<file path="config.mk">
export PLATFORM = sky130hd
export DESIGN_NAME = csr_io_unit
export DESIGN_NICKNAME = d
export VERILOG_FILES = /design/src/rtl/csr_io_unit.sv
export SDC_FILE = /design/constraint.sdc
export NUM_CORES = 1
export LEC_CHECK = 0
export ABC_AREA = 1
export BUFFER_PORTS_ARGS = -buffer_cell sky130_fd_sc_hd__buf_2
export CORE_UTILIZATION = 30
export DETAILED_ROUTE_END_ITERATION = 8
export SYNTH_ARGS = -nofsm -noshare
export SYNTH_HDL_FRONTEND = slang
export SYNTH_SLANG_ARGS = --single-unit
export TNS_END_PERCENT = 30
</file>
<file path="constraint.sdc">
create_clock -name clk -period 8.2 [get_ports clk]
set_clock_uncertainty 0.05 [all_clocks]
set_input_delay 1.64 -clock clk [delete_from_list [all_inputs] [get_ports clk]]
set_output_delay 1.64 -clock clk [all_outputs]
set_load 0.02 [all_outputs]
</file>
<file path="src/rtl/csr_io_unit.sv">
// csr_io_unit: CSR-mapped GPIO block with synchronised inputs, sticky
// change flags (write-1-to-clear) and RW/RS/RC-writable output registers.
// Read data and hit are combinational; all state updates on the rising clk
// edge or on the asynchronous reset.
module csr_io_unit #(
    parameter int unsigned NUM_IN   = 2,
    parameter int unsigned IN_WIDTH = 18,
    parameter int unsigned NUM_OUT  = 2,
    parameter logic [11:0] CSR_BASE = 12'hF00
) (
    input  logic                         clk,
    input  logic                         res,
    input  logic                         csr_valid,
    input  logic [1:0]                   csr_op,
    input  logic [11:0]                  csr_addr,
    input  logic [31:0]                  csr_wdata,
    output logic [31:0]                  csr_rdata,
    output logic                         csr_hit,
    input  logic [NUM_IN*IN_WIDTH-1:0]   gpio_in,
    output logic [NUM_OUT*32-1:0]        gpio_out
);

    typedef enum logic [1:0] {
        OP_READ = 2'b00,
        OP_RW   = 2'b01,
        OP_RS   = 2'b10,
        OP_RC   = 2'b11
    } csr_op_e;

    // Packed arrays share the bit layout of the flat pin/output buses.
    logic [NUM_IN-1:0][IN_WIDTH-1:0] sync1_q;
    logic [NUM_IN-1:0][IN_WIDTH-1:0] sync2_q;
    logic [NUM_IN-1:0][IN_WIDTH-1:0] prev_q;
    logic [NUM_IN-1:0][IN_WIDTH-1:0] flag_q;
    logic [NUM_IN-1:0][IN_WIDTH-1:0] flag_d;
    logic [NUM_IN-1:0][IN_WIDTH-1:0] flag_clr;
    logic [NUM_OUT-1:0][31:0]        out_q;
    logic [NUM_OUT-1:0][31:0]        out_d;

    logic [11:0] csr_off;
    csr_op_e     op;
    logic        wr_en;

    assign csr_off = csr_addr - CSR_BASE;
    assign op      = csr_op_e'(csr_op);
    assign wr_en   = csr_valid && (op != OP_READ);

    // Address decode and read-old data mux.
    always_comb begin
        csr_hit   = 1'b0;
        csr_rdata = '0;
        for (int unsigned i = 0; i < NUM_IN; i++) begin
            if (csr_valid && (csr_off == 12'(i))) begin
                csr_hit   = 1'b1;
                csr_rdata = 32'(sync2_q[i]);
            end
            if (csr_valid && (csr_off == 12'(16 + i))) begin
                csr_hit   = 1'b1;
                csr_rdata = 32'(flag_q[i]);
            end
        end
        for (int unsigned j = 0; j < NUM_OUT; j++) begin
            if (csr_valid && (csr_off == 12'(32 + j))) begin
                csr_hit   = 1'b1;
                csr_rdata = out_q[j];
            end
        end
    end

    // Flag next state: any write op clears the written ones; the edge
    // detect is OR'd in afterwards so a simultaneous event always survives.
    always_comb begin
        flag_clr = '0;
        for (int unsigned i = 0; i < NUM_IN; i++) begin
            if (wr_en && (csr_off == 12'(16 + i))) begin
                flag_clr[i] = csr_wdata[IN_WIDTH-1:0];
            end
        end
        flag_d = (flag_q & ~flag_clr) | (sync2_q ^ prev_q);
    end

    // Output register next state for RW/RS/RC.
    always_comb begin
        out_d = out_q;
        for (int unsigned j = 0; j < NUM_OUT; j++) begin
            if (wr_en && (csr_off == 12'(32 + j))) begin
                case (op)
                    OP_RW:   out_d[j] = csr_wdata;
                    OP_RS:   out_d[j] = out_q[j] | csr_wdata;
                    OP_RC:   out_d[j] = out_q[j] & ~csr_wdata;
                    default: out_d[j] = out_q[j];
                endcase
            end
        end
    end

    // Two-stage pin synchroniser, edge-detect history and sticky flags.
    always_ff @(posedge clk or posedge res) begin
        if (res) begin
            sync1_q <= '0;
            sync2_q <= '0;
            prev_q  <= '0;
            flag_q  <= '0;
        end else begin
            sync1_q <= gpio_in;
            sync2_q <= sync1_q;
            prev_q  <= sync2_q;
            flag_q  <= flag_d;
        end
    end

    // Output registers.
    always_ff @(posedge clk or posedge res) begin
        if (res) begin
            out_q <= '0;
        end else begin
            out_q <= out_d;
        end
    end

    assign gpio_out = out_q;

endmodule

</file>
==> results of run 1 <==
## power by group through the flow
stage                     Sequential [W]  Clock [W]  Combinational (W)
after global placement           0.00109          0           0.000110
after detailed placement         0.00109          0           0.000111
after global routing             0.00107    0.00116           0.000124
final                            0.00107    0.00109           0.000109
after floorplan                  0.00109          0          0.0000629
after CTS                        0.00107    0.00112           0.000112
## cells in the mapped netlist
cell,instances,area [um^2]
buf_1,3,11.3
nand2_1,269,1010
buf_2,21,105
inv_1,106,398
nand2_4,2,22.5
buf_6,3,33.8
nor4_1,1,6.26
nand4_1,52,325
o21ai_1,86,430
nor3_4,2,32.5
xnor2_1,36,315
buf_4,4,30.0
nor2_1,69,259
o21ai_0,37,185
nor3_1,1,5.00
inv_2,4,15.0
nand3_2,3,30.0
or2_2,1,6.26
dfrtp_1,208,5200
a22o_1,9,78.8
o21ai_2,10,87.6
nor2_2,1,6.26
clkbuf_1,18,67.6
nor2_4,3,33.8
nand3_1,54,270
## sequential cells by signal, indices dropped and copies added, names as in the netlist
signal / count
prev_q: 36
flag_q: 36
sync1_q: 36
sync2_q: 36
gpio_out: 64
## through the flow
step | cell area (um^2) | util | instances | setup slack, ns | hold slack [ns]
finish | 11000 | 0.378 | 1572 | 1.94 | 0.295
global placement | 10200 | 0.350 | 1526 | 1.99 | 0.284
global route | 11000 | 0.378 | 1570 | 1.65 | 0.304
floorplan | 8970 | - | 1003 | 0.829 | 0.281
CTS | 11000 | 0.378 | 1570 | 1.91 | 0.294
detailed placement | 10200 | 0.350 | 1526 | 1.92 | 0.285
## area by class of cell
type                    count  area, um^2  area share
diodes                      2        5.00    0.000455
clock buffers              31         657      0.0597
well taps                 384         480      0.0437
repair buffers            188         958      0.0872
multi-input cells         636        3110       0.283
inverters                 110         420      0.0382
clock inverters            13         160      0.0146
flip-flops and latches    208        5200       0.473
## metal layers
metal / vias to the layer above / share of wire
met4: 0 / 0.022
li1: 3561 / -
met3: 39 / 0.054
met5: - / 0
met1: 3380 / 0.46
met2: 223 / 0.47
## cell usage in the layout (no fill, tap or decap)
| master | instances |
|---|---|
| or2_2 | 1 |
| diode_2 | 2 |
| clkbuf_8 | 3 |
| nand3_1 | 54 |
| inv_8 | 1 |
| clkinv_4 | 1 |
| buf_2 | 181 |
| clkinv_8 | 1 |
| a22o_1 | 9 |
| clkinvlp_4 | 2 |
| nand4_1 | 52 |
| buf_4 | 7 |
| bufinv_16 | 3 |
| dfrtp_1 | 208 |
| nand2_1 | 268 |
| o21ai_2 | 10 |
| nor2_1 | 68 |
| nand3_2 | 3 |
| inv_2 | 4 |
| nor3_1 | 1 |
| xnor2_1 | 36 |
| nor3_4 | 2 |
| inv_1 | 105 |
| clkinv_2 | 6 |
| nor2_2 | 2 |
| nor2_4 | 3 |
| clkbuf_1 | 4 |
| clkbuf_16 | 24 |
| o21ai_0 | 37 |
| o21ai_1 | 86 |
| nor4_1 | 1 |
| nand2_2 | 1 |
| nand2_4 | 2 |
## path summary, 6_finish.rpt
kind,slack [ns],to,from
worst max-delay path,1.94,csr_rdata[15],csr_addr[9]
worst min-delay path,0.30,sync2_q[22],sync1_q[22]
worst max register to register,7.36,flag_q[13],sync2_q[13]
worst min register to register,0.30,sync2_q[22],sync1_q[22]
max in group asynchronous,5.39,prev_q[17],res
min in group asynchronous,1.20,sync1_q[1],res
## cells by family (layout without fill, tap and decap cells)
| kind of cell | count (synthesis) | in the layout | synth area share |
|---|---|---|---|
| and+or+nand+nor | 458 | 458 | 0.224 |
| other | 0 | 2 | 0 |
| buffers and inverters | 159 | 342 | 0.0736 |
| DFF | 208 | 208 | 0.580 |
| AOI/OAI and AO/OA | 142 | 142 | 0.0872 |
| xor gates and xnor gates | 36 | 36 | 0.0352 |
## critical path: cells and delay by family
kind,cells,cell delay (ns)
buffers and inverters,4,1.20
AND/OR/NAND/NOR,6,1.72
==> flow_metrics.py, run 1 <==
metrics = {
    "critical_path": {
        "path_class": "in2out",
        "slowest_stage": "inv_2",
        "worstPathCellList": "buf_2 > nand2_1 > nor2_4 > inv_2 > nor2_4 > nand2_1 > inv_2 > nand2_1 > nand4_1 > buf_2",
        "cp_max_fo": 42,
        "rr_worst_depth": 2,
        "slowest_delay_ns": 0.84,
        "crit_path_end_kind": "primary output",
        "worstPathRequired_ns": 6.51,
        "cp-start-kind": "primary input",
        "crit_arrival_ns": 4.57,
        "cp_common_cell": "nand2_1",
    },
    "final_layout": {
        "fill_cells": 2987,
        "nNetsFinal": 1253,
        "drive_above_1_share": 0.217,
        "syn2layout_area_growth_pct": 22.6,
    },
    "global_routing": {
        "busiest_layer": "met2",
        "gr-usage-met2": 0.262,
        "grt_pass1_vias": 7003,
        "use_met1": 0.220,
        "grt_pass1_wl_um": 39000,
        "antenna_found_initial": 3,
        "grt_max_degree": 135,
        "grt.overflow.total": 0,
        "track_usage": 0.161,
        "met3_usage": 0.0322,
    },
    "sta": {
        "tns_ns": 0,
        "rsz0062_at_grt": "no",
        "fin_crit_ns": 6.26,
        "max_slew_margin": 0.184,
        "clock.fmax_ghz": 0.160,
        "period_share": 0.764,
        "drv_slew": 0,
        "worstMarginPinSlew_ns": 1.22,
        "finalSetupViolCount": 0,
        "hold_viol_final": 0,
    },
    "power_and_ir_drop": {
        "peakVddDrop_v": 0.000126,
        "cellPowerDensity_nw_per_um2": 207,
        "pwr-share-seq": 0.471,
        "p_leak_nw": 5.60,
        "swShare": 0.228,
        "p_int_w": 0.00175,
        "p_sw_w": 0.000519,
        "pwr-share-comb": 0.048,
        "p_clk_frac": 0.480,
        "power_w": 0.00227,
    },
    "routing": {
        "drt-initial-drc-count": 571,
        "routed_wl_um": 24500,
        "vias": 7203,
        "post_drt_wl_per_cell_um": 15.6,
        "drt_pass1_iterations": 8,
        "drc_errors": 0,
        "drtAntennaViolNets": 0,
        "viasPerCell": 4.58,
    },
    "placed_design": {
        "port_buffers": 181,
        "routabilityCongestion": 0.789,
        "detailed_place_hpwl_um": 16200,
    },
    "clock_network": {
        "post_cts_buffers": 0,
        "hold_buffers": 0,
        "clk_pin_slew_worst_paths_ns": 0.06,
        "post_cts_resized": 0,
        "cts_tree": "built",
        "clock_path_buffers": 3,
        "htreeDepth": 1,
        "cts_root_buffer": "clkbuf_16",
        "cts_buffers": 24,
        "numClockSinks": 208,
        "clock_latency_ns": 0.52,
    },
    "floorplanning": {
        "row_count": 62,
        "dieWidth_um": 175,
        "die_height_um": 175,
        "dieArea_um2": 30600,
        "start_util": 0.308,
        "ios": 182,
        "core_area_um2": 29100,
    },
    "synthesis": {
        "syn_nets": 1088,
        "syn_inst": 1003,
        "yosysWarnings": 0,
        "syn-cell-area_um2": 8970,
        "ys_ff_latch": 208,
        "yosysSeqAreaShare": 0.580,
        "ys_types": 25,
        "syn_area_per_cell_um2": 8.94,
    },
    "min_path": {
        "hold_depth": 0,
        "hp-class": "reg2reg",
    },
    "status": {
        "status": "complete, no violations",
    },
    "run": {
        "cap_violations": 0,
    },
}
Power figures use the tool's default switching activity.
==> run 2: changes to the inputs <==
Clock period 8.2 ns to 5.5 ns, I/O delays scaled along.
==> run 2 against run 1 <==
- first-iteration DRC count shrank 13%
- register-to-register slack lost 2.7 ns
- largest power group is now registers
- die area is the same
- via count grew 2.1%
==> flow_metrics.py, run 2 (synthesis gave the netlist of run 1 again) <==
metrics = {
    "final_layout": {
        "largest_reg_flops": 64,
        "seq_area_um2": 5200,
        "drive_above_1_share": 0.224,
        "utilization": 0.379,
        "nNetsFinal": 1261,
        "syn2layout_area_growth_pct": 23.0,
        "layout_common_cells": "nand2_1 (268), dfrtp_1 (208), buf_2 (181)",
        "fill_cells": 2947,
        "multiInputGateArea_um2": 3110,
        "finish.instance_area_um2": 11000,
        "mostFrequentLayoutCell": "nand2_1",
    },
    "routing": {
        "post_drt_wl_per_cell_um": 16.1,
        "drc_errors": 0,
        "drt_pass1_iterations": 4,
        "routed_wl_um": 25400,
        "drtAntennaViolNets": 0,
        "viasPerCell": 4.66,
        "drt-initial-drc-count": 497,
        "vias": 7355,
    },
    "clock_network": {
        "cts_tree": "built",
        "clock_latency_ns": 0.52,
        "cts_buffers": 24,
        "numClockSinks": 208,
        "clock_path_buffers": 3,
        "post_cts_buffers": 0,
        "post_cts_resized": 0,
        "hold_buffers": 0,
        "htreeDepth": 1,
        "clk_pin_slew_worst_paths_ns": 0.06,
        "cts_root_buffer": "clkbuf_16",
    },
    "global_routing": {
        "track_usage": 0.168,
        "grt_max_degree": 145,
        "grt.overflow.total": 0,
        "grt_pass1_wl_um": 40900,
        "antenna_found_initial": 3,
        "grt_pass1_vias": 7667,
    },
    "sta": {
        "fin_crit_ns": 4.18,
        "max_slew_margin": 0.373,
        "finalSetupViolCount": 0,
        "rsz0062_at_grt": "no",
        "clock.fmax_ghz": 0.239,
        "tns_ns": 0,
        "hold_viol_final": 0,
        "worstMarginPinSlew_ns": 0.938,
        "drv_slew": 0,
        "period_share": 0.761,
    },
    "floorplanning": {
        "ios": 182,
        "dieWidth_um": 175,
        "die_height_um": 175,
        "core_area_um2": 29100,
        "dieArea_um2": 30600,
        "row_count": 62,
        "start_util": 0.308,
    },
    "status": {
        "status": "complete, no violations",
    },
    "critical_path": {
        "cp-start-kind": "primary input",
        "cp_max_fo": 18,
        "crit_arrival_ns": 3.03,
        "path_class": "in2out",
        "crit_path_end_kind": "primary output",
        "worstPathRequired_ns": 4.35,
    },
    "power_and_ir_drop": {
        "power_w": 0.00333,
        "peakVddDrop_v": 0.000200,
        "cellPowerDensity_nw_per_um2": 302,
        "p_leak_nw": 5.63,
    },
    "placed_design": {
        "placed_cell_area_um2": 10200,
        "detailed_place_hpwl_um": 16900,
        "routabilityCongestion": 0.820,
        "port_buffers": 181,
    },
    "min_path": {
        "hp-class": "reg2reg",
    },
    "run": {
        "cap_violations": 0,
    },
}
-- run 2: changes by cell type in the layout (fill, tap and decap cells not counted) --
cell,before,now
clkbuf_1,4,2
clkinvlp_4,2,5
bufinv_16,3,1
clkbuf_8,3,4
buf_12,0,1
buf_4,7,14
clkinv_2,6,7
clkinv_4,1,0
-- run 2: final cells by class --
type	instances	share of cell area
tap	384	0.0435
clock inverter	14	0.0111
antenna	2	0.000454
clock buffer	30	0.0601
inverter	110	0.0378
multi-input combinational	636	0.282
sequential	208	0.472
timing repair buffer	196	0.0934
-- run 2: where the power goes --
group / switching [W] / leakage (nW) / internal, W
clock: 0.000655 / 0.382 / 0.000909
sequential: 0.0000256 / 2.47 / 0.00157
combinational: 0.000109 / 2.78 / 0.0000558
total: 0.000790 / 5.63 / 0.00254
-- run 2: critical path, stage by stage --
cell     delay [ns]
buf_2          0.28
inv_1          0.21
nor2_1         0.31
nand2_1        0.47
nand3_1        0.24
nand2_1        0.06
nand2_1        0.05
nand2_1        0.08
nand2_1        0.06
buf_2          0.15
-- run 2: per-stage QoR --
stage | setup WS [ns] | std cells | hold WS, ns
final | 1.32 | 1580 | 0.297
after global routing | 1.07 | 1578 | 0.303
after CTS | 1.33 | 1578 | 0.299
after detailed placement | 1.33 | 1534 | 0.285
after global placement | 1.38 | 1534 | 0.282
after floorplan | 1.65 | 1003 | 0.281
-- run 2: worst paths after layout --
path                        startpoint            to  slack, ns  cells after the start
max                          csr_valid  csr_rdata[8]       1.32                     10
min                        sync1_q[15]   sync2_q[15]       0.30                      0
max reg2reg                sync2_q[13]    flag_q[13]       4.63                      2
min reg2reg                sync1_q[15]   sync2_q[15]       0.30                      0
max in group asynchronous          res  gpio_out[24]       4.02                      3
min in group asynchronous          res     flag_q[5]       0.78                      3
-- run 2: routing by layer --
layer | up-vias | wire length [um] | global-route usage
met1 | 3513 | 11600 | 0.225
li1 | 3563 | - | -
met3 | 45 | 1390 | 0.0300
met4 | 2 | 735 | 0.0554
met5 | - | 8 | 0
met2 | 232 | 11700 | 0.275
==> run 3: changes to the inputs <==
Clock period 5.5 ns to 4.3 ns, I/O delays scaled along.
==> run 3 against run 2 <==
- cell area is 0.54% higher
- register-to-register slack worse by 1.2 ns
- utilization is 0.21 points higher
- cell count stayed put
- routed wire length is 2.2% lower
- critical path type unchanged
- largest power group is now clock
- highest routed layer is now met4
==> flow_metrics.py, run 3 (synthesis gave the netlist of run 1 again) <==
metrics = {
    "routing": {
        "drtAntennaViolNets": 0,
        "drc_errors": 0,
        "routed_wl_um": 24800,
        "drt_pass1_iterations": 4,
        "wl_met3_um": 1560,
        "viasPerCell": 4.64,
        "vias": 7325,
        "wl_met1_um": 11400,
        "post_drt_wl_per_cell_um": 15.7,
        "highest_layer": "met4",
        "drt-initial-drc-count": 430,
        "met2_wirelength_um": 11100,
    },
    "critical_path": {
        "crit_arrival_ns": 2.74,
        "path_class": "in2out",
        "cp_max_fo": 18,
        "cp-start-kind": "primary input",
        "worstPathRequired_ns": 3.39,
        "crit_path_end_kind": "primary output",
        "rr_worst_depth": 2,
    },
    "floorplanning": {
        "row_count": 62,
        "ios": 182,
        "core_area_um2": 29100,
        "start_util": 0.308,
        "die_height_um": 175,
        "dieArea_um2": 30600,
        "dieWidth_um": 175,
    },
    "placed_design": {
        "port_buffers": 181,
        "detailed_place_hpwl_um": 17000,
        "dp_slack_ns": 0.645,
        "dp.cells": 1536,
        "routabilityCongestion": 0.796,
    },
    "final_layout": {
        "layout_common_cells": "nand2_1 (268), dfrtp_1 (208), buf_2 (181)",
        "syn2layout_area_growth_pct": 23.7,
        "diodes": 0,
        "drive_above_1_share": 0.222,
        "fill_cells": 2901,
        "instances_no_fill": 1580,
        "mostFrequentLayoutCell": "nand2_1",
        "nNetsFinal": 1263,
        "largest_reg_flops": 64,
    },
    "clock_network": {
        "clk_pin_slew_worst_paths_ns": 0.06,
        "post_cts_buffers": 0,
        "htreeDepth": 1,
        "hold_buffers": 0,
        "numClockSinks": 208,
        "clock_path_buffers": 3,
        "clock_latency_ns": 0.52,
        "cts_root_buffer": "clkbuf_16",
        "cts_tree": "built",
        "cts_buffers": 24,
        "post_cts_resized": 0,
    },
    "min_path": {
        "hp-class": "reg2reg",
        "hold_depth": 0,
    },
    "sta": {
        "tns_ns": 0,
        "setup_slack_ns": 0.646,
        "fin_crit_ns": 3.65,
        "clock.fmax_ghz": 0.274,
        "period_share": 0.850,
        "drv_slew": 0,
        "finalSetupViolCount": 0,
        "rsz0062_at_grt": "no",
        "hold_viol_final": 0,
        "max_slew_margin": 0.350,
        "worstMarginPinSlew_ns": 0.971,
    },
    "power_and_ir_drop": {
        "p_int_w": 0.00334,
        "p_clk_frac": 0.477,
        "swShare": 0.226,
        "p_sw_w": 0.000977,
        "p_leak_nw": 5.66,
        "cellPowerDensity_nw_per_um2": 389,
        "peakVddDrop_v": 0.000257,
        "pwr-share-comb": 0.049,
        "pwr-share-seq": 0.474,
    },
    "run": {
        "cap_violations": 0,
    },
    "status": {
        "status": "complete, no violations",
    },
    "global_routing": {
        "track_usage": 0.164,
        "grt_pass1_vias": 7215,
        "antenna_found_initial": 0,
        "grt.overflow.total": 0,
        "grt_pass1_wl_um": 39900,
        "grt_max_degree": 87,
    },
}
[run 3: changes by cell type in the layout (fill, tap and decap cells not counted)]
cell / delta
diode_2: -2
clkbuf_1: +4
buf_12: +2
inv_8: -1
clkinv_4: +1
bufinv_16: +1
clkbuf_8: +2
clkinv_2: -3
clkinvlp_4: -4
[run 3: final cells by class]
cell class / instances / area (um^2) / share of cell area
inverter: 110 / 417 / 0.0376
sequential: 208 / 5200 / 0.469
timing repair buffer: 198 / 1070 / 0.0965
clock inverter: 8 / 105 / 0.00947
tap: 384 / 480 / 0.0433
clock buffer: 36 / 706 / 0.0636
multi-input combinational: 636 / 3110 / 0.280
[run 3: per-stage QoR]
| step | total power, W | hold WS, ns | utilization | area [um^2] |
|---|---|---|---|---|
| finish | 0.00432 | 0.294 | 0.381 | 11100 |
| global route | 0.00449 | 0.300 | 0.381 | 11100 |
| CTS | 0.00437 | 0.294 | 0.381 | 11100 |
| detailed placement | 0.00230 | 0.285 | 0.353 | 10300 |
| global placement | 0.00229 | 0.281 | 0.353 | 10300 |
| floorplan | 0.00219 | 0.281 | - | 8970 |
[run 3: path summary, 6_finish.rpt]
check / start / endpoint / slack, ns
worst max-delay path: csr_valid / csr_rdata[30] / 0.65
worst min-delay path: sync1_q[7] / sync2_q[7] / 0.29
worst max register to register: sync2_q[14] / flag_q[14] / 3.45
worst min register to register: sync1_q[7] / sync2_q[7] / 0.29
max in group asynchronous: res / gpio_out[25] / 2.76
min in group asynchronous: res / sync2_q[1] / 0.49
[run 3: power by group through the flow]
stage                     clock network (W)  registers, W  logic (W)
final                               0.00206       0.00204   0.000213
after global routing                0.00219       0.00205   0.000244
after CTS                           0.00211       0.00204   0.000219
after detailed placement                  0       0.00208   0.000217
after global placement                    0       0.00208   0.000215
after floorplan                           0       0.00207   0.000120
[run 3: worst max-delay path, cell delays in order]
cell	delay, ns
buf_2	0.29
inv_1	0.22
nor4_1	0.32
nand2_1	0.13
inv_2	0.32
buf_4	0.30
nand2_1	0.08
nand2_1	0.05
buf_2	0.15
[run 3: metal layers]
| metal | up-vias | track usage |
|---|---|---|
| met5 | - | 0 |
| met4 | 0 | 0.0540 |
| met3 | 51 | 0.0337 |
| met2 | 238 | 0.258 |
| met1 | 3460 | 0.227 |
| li1 | 3576 | - |
